<file path="config.mk">
export PLATFORM = sky130hd
export DESIGN_NAME = svfloat_itof_pipe_flat
export DESIGN_NICKNAME = d
export VERILOG_FILES = /design/src/rtl/svfloat_itof_pipe_if.sv /design/src/rtl/svfloat_itof_pipe.sv /design/src/flat_wrapper.sv
export SDC_FILE = /design/constraint.sdc
export NUM_CORES = 1
export LEC_CHECK = 0
export CORE_UTILIZATION = 40
export DETAILED_ROUTE_END_ITERATION = 10
export HOLD_SLACK_MARGIN = 0.1
export MAX_ROUTING_LAYER = met4
export PLACE_DENSITY = 0.59
export SLEW_MARGIN = 0
export SYNTH_ARGS = -nofsm -noshare
export SYNTH_HDL_FRONTEND = slang
export SYNTH_SLANG_ARGS = --single-unit
</file>
<file path="constraint.sdc">
create_clock -name clk -period 9.9 [get_ports clk]
set_clock_uncertainty 0.05 [all_clocks]
set_input_delay 2.475 -clock clk [delete_from_list [all_inputs] [get_ports clk]]
set_output_delay 2.475 -clock clk [all_outputs]
set_load 0.03 [all_outputs]
</file>
<file path="src/rtl/svfloat_itof_pipe_if.sv">
// rtl/svfloat_itof_pipe_if.sv - float formats and the stream bundle of the integer-to-float pipe
// Input stream carries operand/signedness/rounding mode; output stream carries packed float plus flags.
package svfloat;
  typedef struct packed {
    logic        sign;
    logic [7:0]  exponent;
    logic [22:0] mantissa;
  } float32;

  typedef struct packed {
    logic       sign;
    logic [4:0] exponent;
    logic [9:0] mantissa;
  } float16;
endpackage

interface svfloat_itof_pipe_if #(
  parameter int WIDTH = 32,
  parameter int DW    = 32
);
  logic             in_valid;
  logic             in_ready;
  logic [WIDTH-1:0] in_data;
  logic             in_signed;
  logic [2:0]       in_rm;
  logic             out_valid;
  logic             out_ready;
  logic [DW-1:0]    out_data;
  logic [2:0]       out_flags;

  modport master (
    output in_valid, in_data, in_signed, in_rm, out_ready,
    input  in_ready, out_valid, out_data, out_flags
  );

  modport slave (
    input  in_valid, in_data, in_signed, in_rm, out_ready,
    output in_ready, out_valid, out_data, out_flags
  );
endinterface

</file>
<file path="src/rtl/svfloat_itof_pipe.sv">
// rtl/svfloat_itof_pipe.sv - three-stage back-pressured fixed-point to float converter
// Stages: sign/magnitude conditioning, leading-one normalisation, round and pack with IEEE flags.
module svfloat_itof_pipe #(
  parameter type float = svfloat::float32,
  parameter int  width = 32,
  parameter int  frac  = 0
) (
  input logic                clk,
  input logic                rst,
  svfloat_itof_pipe_if.slave bus_io
);
  localparam float FZ   = '0;
  localparam int   E    = $bits(FZ.exponent);
  localparam int   M    = $bits(FZ.mantissa);
  localparam int   BIAS = (1 << (E - 1)) - 1;
  localparam int   EMAX = (1 << E) - 1;
  localparam int   PW   = $clog2(width);
  localparam int   CW   = PW + 1;
  // One spare bit beyond the exponent range keeps eb + carry free of wrap-around.
  localparam int   XW   = ((CW > E + 2) ? CW : E + 2) + 1;
  localparam int   L    = width + M + 2;

  localparam logic [2:0] RM_RNE = 3'd0;
  localparam logic [2:0] RM_RTZ = 3'd1;
  localparam logic [2:0] RM_RDN = 3'd2;
  localparam logic [2:0] RM_RUP = 3'd3;
  localparam logic [2:0] RM_RMM = 3'd4;

  logic v1_q, v2_q, v3_q;
  logic ready1, ready2, ready3;

  logic             s1_sign_q, s1_sign_d;
  logic [width-1:0] s1_mag_q, s1_mag_d;
  logic [2:0]       s1_rm_q, s1_rm_d;

  logic                 s2_sign_q;
  logic [2:0]           s2_rm_q;
  logic                 s2_zero_q, s2_zero_d;
  logic signed [XW-1:0] s2_exp_q, s2_exp_d;
  logic [width-1:0]     s2_norm_q, s2_norm_d;

  float       res_q, res_d;
  logic [2:0] flags_q, flags_d;

  assign ready3 = !v3_q | bus_io.out_ready;
  assign ready2 = !v2_q | ready3;
  assign ready1 = !v1_q | ready2;

  assign bus_io.in_ready  = ready1;
  assign bus_io.out_valid = v3_q;
  assign bus_io.out_data  = res_q;
  assign bus_io.out_flags = flags_q;

  always_comb begin
    s1_sign_d = bus_io.in_signed & bus_io.in_data[width-1];
    s1_mag_d  = s1_sign_d ? -bus_io.in_data : bus_io.in_data;
    s1_rm_d   = (bus_io.in_rm > RM_RMM) ? RM_RNE : bus_io.in_rm;
  end

  logic [PW-1:0] msb_idx;

  always_comb begin
    msb_idx = '0;
    for (int i = 0; i < width; i++) begin
      if (s1_mag_q[i]) msb_idx = PW'(i);
    end
    s2_zero_d = (s1_mag_q == '0);
    s2_norm_d = s1_mag_q << (PW'(width - 1) - msb_idx);
    s2_exp_d  = XW'(msb_idx) - XW'(frac);
  end

  logic signed [XW-1:0] eb;
  logic [XW-1:0]        sh, eb_r;
  logic [L-1:0]         xv;
  logic [L-2:0]         xs;
  logic [M-1:0]         mant, mant_r;
  logic                 tiny, lost, guard, sticky, inc, carry, ovf, inexact, sat;

  always_comb begin
    eb   = s2_exp_q + XW'(BIAS);
    tiny = eb[XW-1] | (eb == '0);
    sh   = tiny ? (XW'(1) - $unsigned(eb)) : '0;
    // Subnormals shift the hidden bit into the fraction; bits pushed out still count as sticky.
    xv     = {s2_norm_q, {(M + 2){1'b0}}};
    lost   = |(xv & ~({L{1'b1}} << sh));
    xs     = (L - 1)'(xv >> sh);
    mant   = xs[L-2 -: M];
    guard  = xs[L-2-M];
    sticky = (|xs[L-3-M:0]) | lost;

    case (s2_rm_q)
      RM_RTZ:  inc = 1'b0;
      RM_RDN:  inc = (guard | sticky) & s2_sign_q;
      RM_RUP:  inc = (guard | sticky) & !s2_sign_q;
      RM_RMM:  inc = guard;
      default: inc = guard & (sticky | mant[0]);
    endcase

    {carry, mant_r} = {1'b0, mant} + {{M{1'b0}}, inc};
    eb_r    = (tiny ? '0 : $unsigned(eb)) + XW'(carry);
    ovf     = (eb_r >= XW'(EMAX));
    inexact = guard | sticky | ovf;
    sat     = (s2_rm_q == RM_RTZ) | ((s2_rm_q == RM_RDN) & !s2_sign_q) |
              ((s2_rm_q == RM_RUP) & s2_sign_q);

    res_d.sign     = s2_sign_q;
    res_d.exponent = eb_r[E-1:0];
    res_d.mantissa = mant_r;
    flags_d        = {ovf, tiny & inexact, inexact};

    if (ovf) begin
      if (sat) begin
        res_d.exponent = {{(E - 1){1'b1}}, 1'b0};
        res_d.mantissa = {M{1'b1}};
      end else begin
        res_d.exponent = {E{1'b1}};
        res_d.mantissa = '0;
      end
    end

    if (s2_zero_q) begin
      res_d   = '0;
      flags_d = '0;
    end
  end

  always_ff @(posedge clk or posedge rst) begin
    if (rst) begin
      v1_q      <= 1'b0;
      v2_q      <= 1'b0;
      v3_q      <= 1'b0;
      s1_sign_q <= 1'b0;
      s1_mag_q  <= '0;
      s1_rm_q   <= '0;
      s2_sign_q <= 1'b0;
      s2_rm_q   <= '0;
      s2_zero_q <= 1'b0;
      s2_exp_q  <= '0;
      s2_norm_q <= '0;
      res_q     <= '0;
      flags_q   <= '0;
    end else begin
      if (ready1) begin
        v1_q <= bus_io.in_valid;
        if (bus_io.in_valid) begin
          s1_sign_q <= s1_sign_d;
          s1_mag_q  <= s1_mag_d;
          s1_rm_q   <= s1_rm_d;
        end
      end
      if (ready2) begin
        v2_q <= v1_q;
        if (v1_q) begin
          s2_sign_q <= s1_sign_q;
          s2_rm_q   <= s1_rm_q;
          s2_zero_q <= s2_zero_d;
          s2_exp_q  <= s2_exp_d;
          s2_norm_q <= s2_norm_d;
        end
      end
      if (ready3) begin
        v3_q <= v2_q;
        if (v2_q) begin
          res_q   <= res_d;
          flags_q <= flags_d;
        end
      end
    end
  end
endmodule

</file>
<file path="src/flat_wrapper.sv">
// flat-port wrapper written by rule: the top's interface ports become plain ports
module svfloat_itof_pipe_flat 
#(
  parameter type float = svfloat::float32,
  parameter int  width = 32,
  parameter int  frac  = 0
)
  (clk, rst, bus_io_in_valid, bus_io_in_data, bus_io_in_signed, bus_io_in_rm, bus_io_out_ready, bus_io_in_ready, bus_io_out_valid, bus_io_out_data, bus_io_out_flags);
  svfloat_itof_pipe_if #(.WIDTH(32), .DW(32)) bus_io_i ();
  input logic clk;
  input logic rst;
  input wire logic [$bits(bus_io_i.in_valid)-1:0] bus_io_in_valid;
  input wire logic [$bits(bus_io_i.in_data)-1:0] bus_io_in_data;
  input wire logic [$bits(bus_io_i.in_signed)-1:0] bus_io_in_signed;
  input wire logic [$bits(bus_io_i.in_rm)-1:0] bus_io_in_rm;
  input wire logic [$bits(bus_io_i.out_ready)-1:0] bus_io_out_ready;
  output wire logic [$bits(bus_io_i.in_ready)-1:0] bus_io_in_ready;
  output wire logic [$bits(bus_io_i.out_valid)-1:0] bus_io_out_valid;
  output wire logic [$bits(bus_io_i.out_data)-1:0] bus_io_out_data;
  output wire logic [$bits(bus_io_i.out_flags)-1:0] bus_io_out_flags;
  assign bus_io_i.in_valid = bus_io_in_valid;
  assign bus_io_i.in_data = bus_io_in_data;
  assign bus_io_i.in_signed = bus_io_in_signed;
  assign bus_io_i.in_rm = bus_io_in_rm;
  assign bus_io_i.out_ready = bus_io_out_ready;
  assign bus_io_in_ready = bus_io_i.in_ready;
  assign bus_io_out_valid = bus_io_i.out_valid;
  assign bus_io_out_data = bus_io_i.out_data;
  assign bus_io_out_flags = bus_io_i.out_flags;
  svfloat_itof_pipe #(.float(float), .width(width), .frac(frac)) u_core (.clk(clk), .rst(rst), .bus_io(bus_io_i));
endmodule
</file>
Word level (Yosys, flattened, before mapping). Index checks and enable logic that the tools add are counted. Widths: inputs -> output; s select.

$add $sub $neg: 6. Multipliers: 0. Div/mod/pow operators: 0. Order comparisons: 2. Equal/unequal tests: 4. Shifts and indexed selects: 3. Mux-type cells: 40. Bitwise operators: 19. Reductions and logical operators: 11.

Operators with widths (count): $mux 5 (16); $mux 32 (2); $and 57x57->57 (1); $not 57->57 (1); $reduce_or 57->1 (1); $shl 57x11->57 const A (1); $shr 57x11->56 (1); $logic_not 32->1 (1); $mux 4 (8); $neg 32->32 (1); $reduce_or 32->1 (1); $shl 32x5->32 (1); $mux 31 (1); $add 23x1->24 (1); $mux 24 (1); $mux 11 (2); $mux 3 (6); $add 11x1->11 (1); $ge 11x8->1 const B (1); $logic_not 11->1 (1); $sub 1x11->11 const A (1); $or 1x1->1 (9); $add 5x7->8 const B (1); $and 1x1->1 (7); 11 further kinds (18).

Flip-flop bits (word level): 116. Bits in latches: 0. Bits in writable memories: 0. Bits in read-only memories: 0. Bits of input ports: 40. Output and inout port bits: 37. Word-level logic and storage cells: 100. Memories kept: 0.

Logic depth before layout (Yosys ltp). Gate-level depths: netlist of the first run.

Word-level depth: 33. Depth in mapped cells: 18. Gate-level depth less buffers: 18.

Worst setup path before layout of the first run. Ideal clock, no wire load.

Kind: in2out. Start: input port bus_io_out_ready. End: output port bus_io_in_ready. Arrival: 2901 ps. Slack: 4474 ps. Stages: 2. Path buffers: 0. Cells stage by stage: nor2b_1 nand3_1.

Word-level cells in the longest chain between the ends: 3.

RTL lines: from (decl) (RTL line flat_wrapper.sv:16) `input wire logic [$bits(bus_io_i.out_ready)-1:0] bus_io_out_ready;`; $or 1x1->1 (RTL line svfloat_itof_pipe.sv:45) `assign ready3 = !v3_q | bus_io.out_ready;`; $or 1x1->1 (RTL line svfloat_itof_pipe.sv:46) `assign ready2 = !v2_q | ready3;`; $or 1x1->1 (RTL line svfloat_itof_pipe.sv:47) `assign ready1 = !v1_q | ready2;`; to (decl) (RTL line flat_wrapper.sv:17) `output wire logic [$bits(bus_io_i.in_ready)-1:0] bus_io_in_ready;`.

No other way between the ends.

Worst setup path after layout of the first run. Same ends and word-level chain as after synthesis.

==> reports/qor.yml, run 1 <==
result_of_the_run: "complete, no violations"
final.period_utilization_pct: 64.1
commonest_non_fill_non_tap_cells_in_the_layout: "sky130_fd_sc_hd__nand2_1 (141), sky130_fd_sc_hd__dfrtp_1 (115), sky130_fd_sc_hd__o21ai_0 (95)"
gr-usage-all-layers_pct: 21.0
place.detailed.hpwl_um: 12800
syn_avg_cell_area_um2: 8.65
detail_route.drc_violations: 0
wl_met3_um: 636
holdCritPathClass: "register to register"
crit-reg2reg-launch: "u_core.s2_norm_q[3]$_DFFE_PP0P_"
die_h_um: 136
final_weighted_congestion_in_routability_driven_placement: 0.879
drtAntennaViolNets: 0
finish.utilization_pct: 50.0
number_of_antenna_violations_at_the_first_check_in_global_routing: 0
p_int_mw: 1.38
power.ir.vdd_worst_mv: 0.140
tritoncts: "yes"
design.core.area_mm2: 0.0174
setup_tns_ns: 0
via_count_of_the_first_global_routing_pass: 5630
synth.lib_cells_used.distinct: 62
cts_max_path_buffers: 2
yosysWarnings: 0
hold_path_startpoint: "u_core.bus_io.out_data[19]$_DFFE_PP0P_"
timing.final.setup_violations: 0
maxUsedRoutingLayer: "met4"
detailedRoute.firstIterationViolations: 403
power.share.combinational_pct: 38.7
slew_of_the_pin_with_the_lowest_slew_margin_ns: 1.06
met2RoutedLength_um: 7630
synth_cells: 827
drt-total-wl_um: 17200
synthFlopType: "sky130_fd_sc_hd__dfrtp_1"
report.final.slew_viol_count: 0
async_reset_ff_share_pct: 100
io_buffers: 76
avgViaCountPerCell: 5.31
cts.repair_timing.setup_buffer_count: 0
arrival_worst_endpoint_ns: 3.82
synth-seq-cells: 115
endpoint_kind: "output pin"
grt_max_degree: 79
finalNetCount: 935
finalHoldViolations: 0
cts-resized-gates: 0
layout.cells.most_common: "sky130_fd_sc_hd__nand2_1"
power.share.switching_pct: 38.9
syn-cell-area_mm2: 0.00715
max_clock_freq_mhz: 158
critPathKind: "input pin to output pin"
cap_violations: 0
wire_length_of_the_first_global_routing_pass_um: 29300
std_cell_rows: 48
cts-buffers-inserted: 17
area_growth_pct: 21.4
worst-endpoint-required_ns: 7.38
globalRouteOverflowTotal: 0
leakage_nw: 3.80
h-tree-depth: 4
drive_above_1_share_pct: 6.22
slew_headroom_pct: 28.9
ios: 77
critical_path_peak_fanout: 3
tritoncts_num_sinks: 115
num_vias: 5974
powerDensity_mw_per_mm2: 259
seq_power_share_pct: 33.3
cts.clk_slew.worst_paths_ns: 0.06
drt_first_pass_iters: 7
power.switching_mw: 0.875
rsz0062_at_grt: "no"
wire_length_the_detailed_router_placed_on_met1_um: 8700
clock_network_fraction_of_design_power_pct: 27.9
synth-edff-count: 0
critical_path.startpoint_type: "input pin"
period_minus_slack_ns: 6.35
floorplan.die.width_um: 136
holdBufCountCts: 0
cts.root.buffer_cell: "sky130_fd_sc_hd__clkbuf_16"
num_antenna_cells: 0
synth_sequential_area_ratio_pct: 40.2
wl_per_cell_um: 15.3
post_syn_nets: 875
setup.worst_path.start: "bus_io_out_ready"
floorplan.initialDensity_pct: 41.2
insertion_delay_ns: 0.43
design.die.area_mm2: 0.0184
-- final timing paths --
path	to	slack [ns]	cells past startpoint
worst min register to register	u_core.bus_io.out_data[19]$_DFFE_PP0P_	0.42	2
min in group asynchronous	u_core.bus_io.out_flags[1]$_DFFE_PP0P_	2.37	2
worst max-delay path	bus_io_in_ready	3.55	4
worst min-delay path	u_core.bus_io.out_data[19]$_DFFE_PP0P_	0.42	2
max in group asynchronous	u_core.s1_mag_q[19]$_DFFE_PP0P_	6.11	3
worst max register to register	u_core.bus_io.out_data[29]$_DFFE_PP0P_	6.01	16
-- power by group through the flow --
stage / Clock [mW] / Combinational, mW / Sequential, mW
4_1_cts: 0.644 / 0.874 / 0.750
2_1_floorplan: 0 / 0.514 / 0.828
6_report: 0.629 / 0.872 / 0.750
5_1_grt: 0.664 / 0.959 / 0.777
3_5_place_dp: 0 / 0.871 / 0.759
3_3_place_gp: 0 / 0.867 / 0.753
-- layout make-up --
class                      instances  area (um2)
fill                            1715        8670
tap                              225         282
timing repair buffer              83         813
multi-input combinational        652        4030
sequential                       115        2880
clock inverter                    15         183
inverter                          18        70.1
clock buffer                      17         425
-- sequential cells by signal, summed over array words and instances (netlist names) --
name and flops:
u_core.s2_rm_q 3, u_core.v1_q 1, u_core.s1_sign_q 1, u_core.v2_q 1
u_core.s2_sign_q 1, u_core.bus_io.out_flags 3, u_core.s2_zero_q 1, u_core.s1_rm_q 3
u_core.s2_exp_q 5, u_core.bus_io.out_data 32, u_core.s1_mag_q 32, u_core.s2_norm_q 31
u_core.bus_io.out_valid 1
-- cells by family (layout without fill, tap and decap cells) --
kind of cell | after synthesis | after routing | share of synthesized area (%)
simple gates | 308 | 308 | 19.8
compound gates | 210 | 210 | 18.0
flops | 115 | 115 | 40.2
mux | 73 | 73 | 10.4
buf+inv | 60 | 133 | 3.69
xor+xnor | 53 | 53 | 6.49
fa+ha+maj | 8 | 8 | 1.40
-- stage by stage --
stage                     setup WS, ns  std cells  cell area (um2)  hold WS (ns)  power, mW
final                             3.55       1125             8680         0.423       2.25
after floorplan                   4.33        827             7150         0.389       1.34
after detailed placement          3.56       1093             8080         0.402       1.63
after global routing              3.49       1125             8680         0.451       2.40
after global placement            3.56       1093             8080         0.403       1.62
after CTS                         3.55       1125             8680         0.418       2.27
-- synthesized netlist by cell type, types with 2 or more instances --
cell type / n / area [um2]
sky130_fd_sc_hd__a221oi_1: 2 / 17.5
sky130_fd_sc_hd__a32o_1: 4 / 40.0
sky130_fd_sc_hd__o31ai_1: 8 / 60.1
sky130_fd_sc_hd__a31oi_1: 4 / 25.0
sky130_fd_sc_hd__o311ai_0: 2 / 17.5
sky130_fd_sc_hd__a211oi_1: 3 / 22.5
sky130_fd_sc_hd__o21ai_1: 4 / 20.0
sky130_fd_sc_hd__o221ai_1: 5 / 43.8
sky130_fd_sc_hd__or4_1: 3 / 22.5
sky130_fd_sc_hd__nand3_1: 21 / 105
sky130_fd_sc_hd__nor2b_1: 6 / 37.5
sky130_fd_sc_hd__and3_1: 13 / 81.3
sky130_fd_sc_hd__nor2_1: 53 / 199
sky130_fd_sc_hd__o21a_1: 2 / 15.0
sky130_fd_sc_hd__nand2_1: 142 / 533
sky130_fd_sc_hd__clkbuf_1: 33 / 124
sky130_fd_sc_hd__nand3b_1: 3 / 22.5
sky130_fd_sc_hd__and2_1: 7 / 43.8
sky130_fd_sc_hd__a32oi_1: 2 / 17.5
sky130_fd_sc_hd__o21ai_0: 95 / 475
sky130_fd_sc_hd__a21oi_1: 40 / 200
sky130_fd_sc_hd__or2_2: 4 / 25.0
sky130_fd_sc_hd__dfrtp_1: 115 / 2880
sky130_fd_sc_hd__buf_2: 3 / 15.0
sky130_fd_sc_hd__a221o_1: 5 / 50.1
sky130_fd_sc_hd__nor3_1: 13 / 65.1
sky130_fd_sc_hd__nand2b_1: 19 / 119
sky130_fd_sc_hd__ha_1: 8 / 100
sky130_fd_sc_hd__buf_6: 3 / 33.8
sky130_fd_sc_hd__nor4_1: 14 / 87.6
sky130_fd_sc_hd__xnor2_1: 25 / 219
sky130_fd_sc_hd__o211ai_1: 8 / 60.1
sky130_fd_sc_hd__xor2_1: 28 / 245
sky130_fd_sc_hd__a211o_1: 2 / 17.5
sky130_fd_sc_hd__mux2_2: 4 / 45.0
sky130_fd_sc_hd__mux2_4: 2 / 30.0
sky130_fd_sc_hd__o41ai_1: 2 / 17.5
sky130_fd_sc_hd__a22o_1: 2 / 17.5
sky130_fd_sc_hd__inv_1: 18 / 67.6
sky130_fd_sc_hd__o22ai_1: 3 / 18.8
sky130_fd_sc_hd__a21o_1: 7 / 52.6
sky130_fd_sc_hd__mux2i_1: 67 / 671
sky130_fd_sc_hd__or3_1: 4 / 25.0
-- routing by layer --
| metal | vias up | track usage, % |
|---|---|---|
| li1 | 3079 | - |
| met1 | 2746 | 28.4 |
| met2 | 129 | 31.0 |
| met3 | 20 | 4.04 |
| met4 | 0 | 7.87 |
| met5 | - | - |
-- critical path, stage by stage --
cell and delay (ns):
sky130_fd_sc_hd__clkdlybuf4s50_1 0.47, sky130_fd_sc_hd__nor2b_1 0.06, sky130_fd_sc_hd__nand3_1 0.13, sky130_fd_sc_hd__clkdlybuf4s50_1 0.69
Power figures use the tool's default switching activity.
==> run 2: changes to the inputs <==
- PLACE_DENSITY: 0.59 -> 0.61
- clock period: 9.9 -> 5.15 ns (I/O delays scaled with it)
==> reports/qor.yml, run 2 (synthesis gave the netlist of run 1 again) <==
drtAntennaViolNets: 0
cts.repair_timing.setup_buffer_count: 0
num_vias: 6039
result_of_the_run: "complete, no violations"
slew_of_the_pin_with_the_lowest_slew_margin_ns: 1.08
place.detailed.hpwl_um: 12800
final_weighted_congestion_in_routability_driven_placement: 0.964
finalNetCount: 939
floorplan.initialDensity_pct: 41.2
cap_violations: 0
report.final.slew_viol_count: 0
h-tree-depth: 4
setup_tns_ns: 0
cts-resized-gates: 0
cts_max_path_buffers: 2
rsz0062_at_grt: "no"
tritoncts: "yes"
io_buffers: 76
finish.utilization_pct: 49.7
power.ir.vdd_worst_mv: 0.256
die_h_um: 136
groute.layer.met3.usage_pct: 3.03
ios: 77
design.core.area_mm2: 0.0174
crit-reg2reg-launch: "u_core.s2_norm_q[3]$_DFFE_PP0P_"
hold_path_end: "u_core.s2_rm_q[0]$_DFFE_PP0P_"
num_antenna_cells: 0
detail_route.drc_violations: 0
commonest_non_fill_non_tap_cells_in_the_layout: "sky130_fd_sc_hd__nand2_1 (141), sky130_fd_sc_hd__dfrtp_1 (115), sky130_fd_sc_hd__o21ai_0 (95)"
holdCritPathClass: "register to register"
design.die.area_mm2: 0.0184
arrival_worst_endpoint_ns: 2.63
seq_power_share_pct: 34.7
post_layout_nonfiller_instances: 1128
final.period_utilization_pct: 77.1
global_route_hottest_layer: "met2"
cts-buffers-inserted: 17
number_of_antenna_violations_at_the_first_check_in_global_routing: 0
via_count_of_the_first_global_routing_pass: 5619
gr-usage-all-layers_pct: 20.8
std_cell_rows: 48
drive_above_1_share_pct: 6.42
globalRouteOverflowTotal: 0
drt-total-wl_um: 17200
wl_per_cell_um: 15.2
numPlacedInstances: 1097
leakage_nw: 3.80
critical_path_peak_fanout: 3
timing.final.setup_violations: 0
hold-path-cell-count: 2
grtUsageMet1_pct: 28.9
cts.root.buffer_cell: "sky130_fd_sc_hd__clkbuf_16"
p_int_mw: 2.51
worst-r2r-setup-slack_ns: 1.23
critical_path.startpoint_type: "input pin"
floorplan.die.width_um: 136
drt_first_pass_iters: 5
worstRegToRegCells: 16
max_clock_freq_mhz: 252
holdBufCountCts: 0
powerDensity_mw_per_mm2: 482
layout.cells.most_common: "sky130_fd_sc_hd__nand2_1"
critPathKind: "input pin to output pin"
cts.clk_slew.worst_paths_ns: 0.05
endpoint_kind: "output pin"
finalHoldViolations: 0
tritoncts_num_sinks: 115
period_minus_slack_ns: 3.97
area_growth_pct: 20.6
clock_network_fraction_of_design_power_pct: 25.0
avgViaCountPerCell: 5.35
grt_met2_use_pct: 30.4
insertion_delay_ns: 0.42
power.share.switching_pct: 39.6
detailedRoute.firstIterationViolations: 386
reg_to_reg_critical_path_endpoint: "u_core.bus_io.out_data[29]$_DFFE_PP0P_"
power_mw: 4.16
worst-endpoint-required_ns: 3.81
slew_headroom_pct: 27.8
grt_max_degree: 65
power.share.combinational_pct: 40.3
hold_path_startpoint: "u_core.s1_rm_q[0]$_DFFE_PP0P_"
power.switching_mw: 1.65
wire_length_of_the_first_global_routing_pass_um: 29300
## run 2: worst max-delay path: stages
cell and delay, ns:
sky130_fd_sc_hd__clkdlybuf4s50_1 0.47, sky130_fd_sc_hd__nor2b_1 0.06, sky130_fd_sc_hd__nand3_1 0.13, sky130_fd_sc_hd__clkdlybuf4s50_1 0.69
## run 2: worst max path at each step
stage                                 start                               endpoint  slack [ns]  depth (start not counted)
after floorplan                         rst  u_core.bus_io.out_data[0]$_DFFE_PP0P_        0.77                          1
after detailed placement  bus_io_in_data[2]        u_core.s1_mag_q[27]$_DFFE_PP0P_        0.80                         11
final                      bus_io_out_ready                        bus_io_in_ready        1.18                          4
after CTS                  bus_io_out_ready                        bus_io_in_ready        1.17                          4
after global routing      bus_io_in_data[2]        u_core.s1_mag_q[27]$_DFFE_PP0P_        0.94                         11
after global placement    bus_io_in_data[2]        u_core.s1_mag_q[27]$_DFFE_PP0P_        0.85                         11
## run 2: cell type report
cell class,instances,area (um2)
fill,1710,8730
multi-input combinational,652,4030
sequential,115,2880
timing repair buffer,87,843
clock buffer,20,457
tap,225,282
inverter,18,70.1
clock inverter,11,63.8
## run 2: per-stage QoR
| step | worst slack, ns | hold slack, ns | area [um2] |
|---|---|---|---|
| floorplan | 0.768 | 0.389 | 7150 |
| global route | 0.944 | 0.432 | 8630 |
| CTS | 1.17 | 0.416 | 8630 |
| detailed placement | 0.796 | 0.401 | 8110 |
| finish | 1.18 | 0.411 | 8630 |
| global placement | 0.852 | 0.405 | 8110 |
## run 2: routing by layer
| layer | wire, um | part of all wire [%] | vias to the layer above |
|---|---|---|---|
| li1 | - | - | 3088 |
| met1 | 8670 | 50 | 2786 |
| met2 | 7590 | 44 | 144 |
| met3 | 628 | 3.7 | 21 |
| met4 | 310 | 1.8 | 0 |
| met5 | 0 | 0 | - |
## run 2: power groups by stage
stage	registers, mW	clock network, mW	logic, mW
global route	1.49	1.10	1.85
floorplan	1.59	0	0.988
detailed placement	1.46	0	1.67
finish	1.44	1.04	1.68
CTS	1.44	1.06	1.68
global placement	1.45	0	1.66
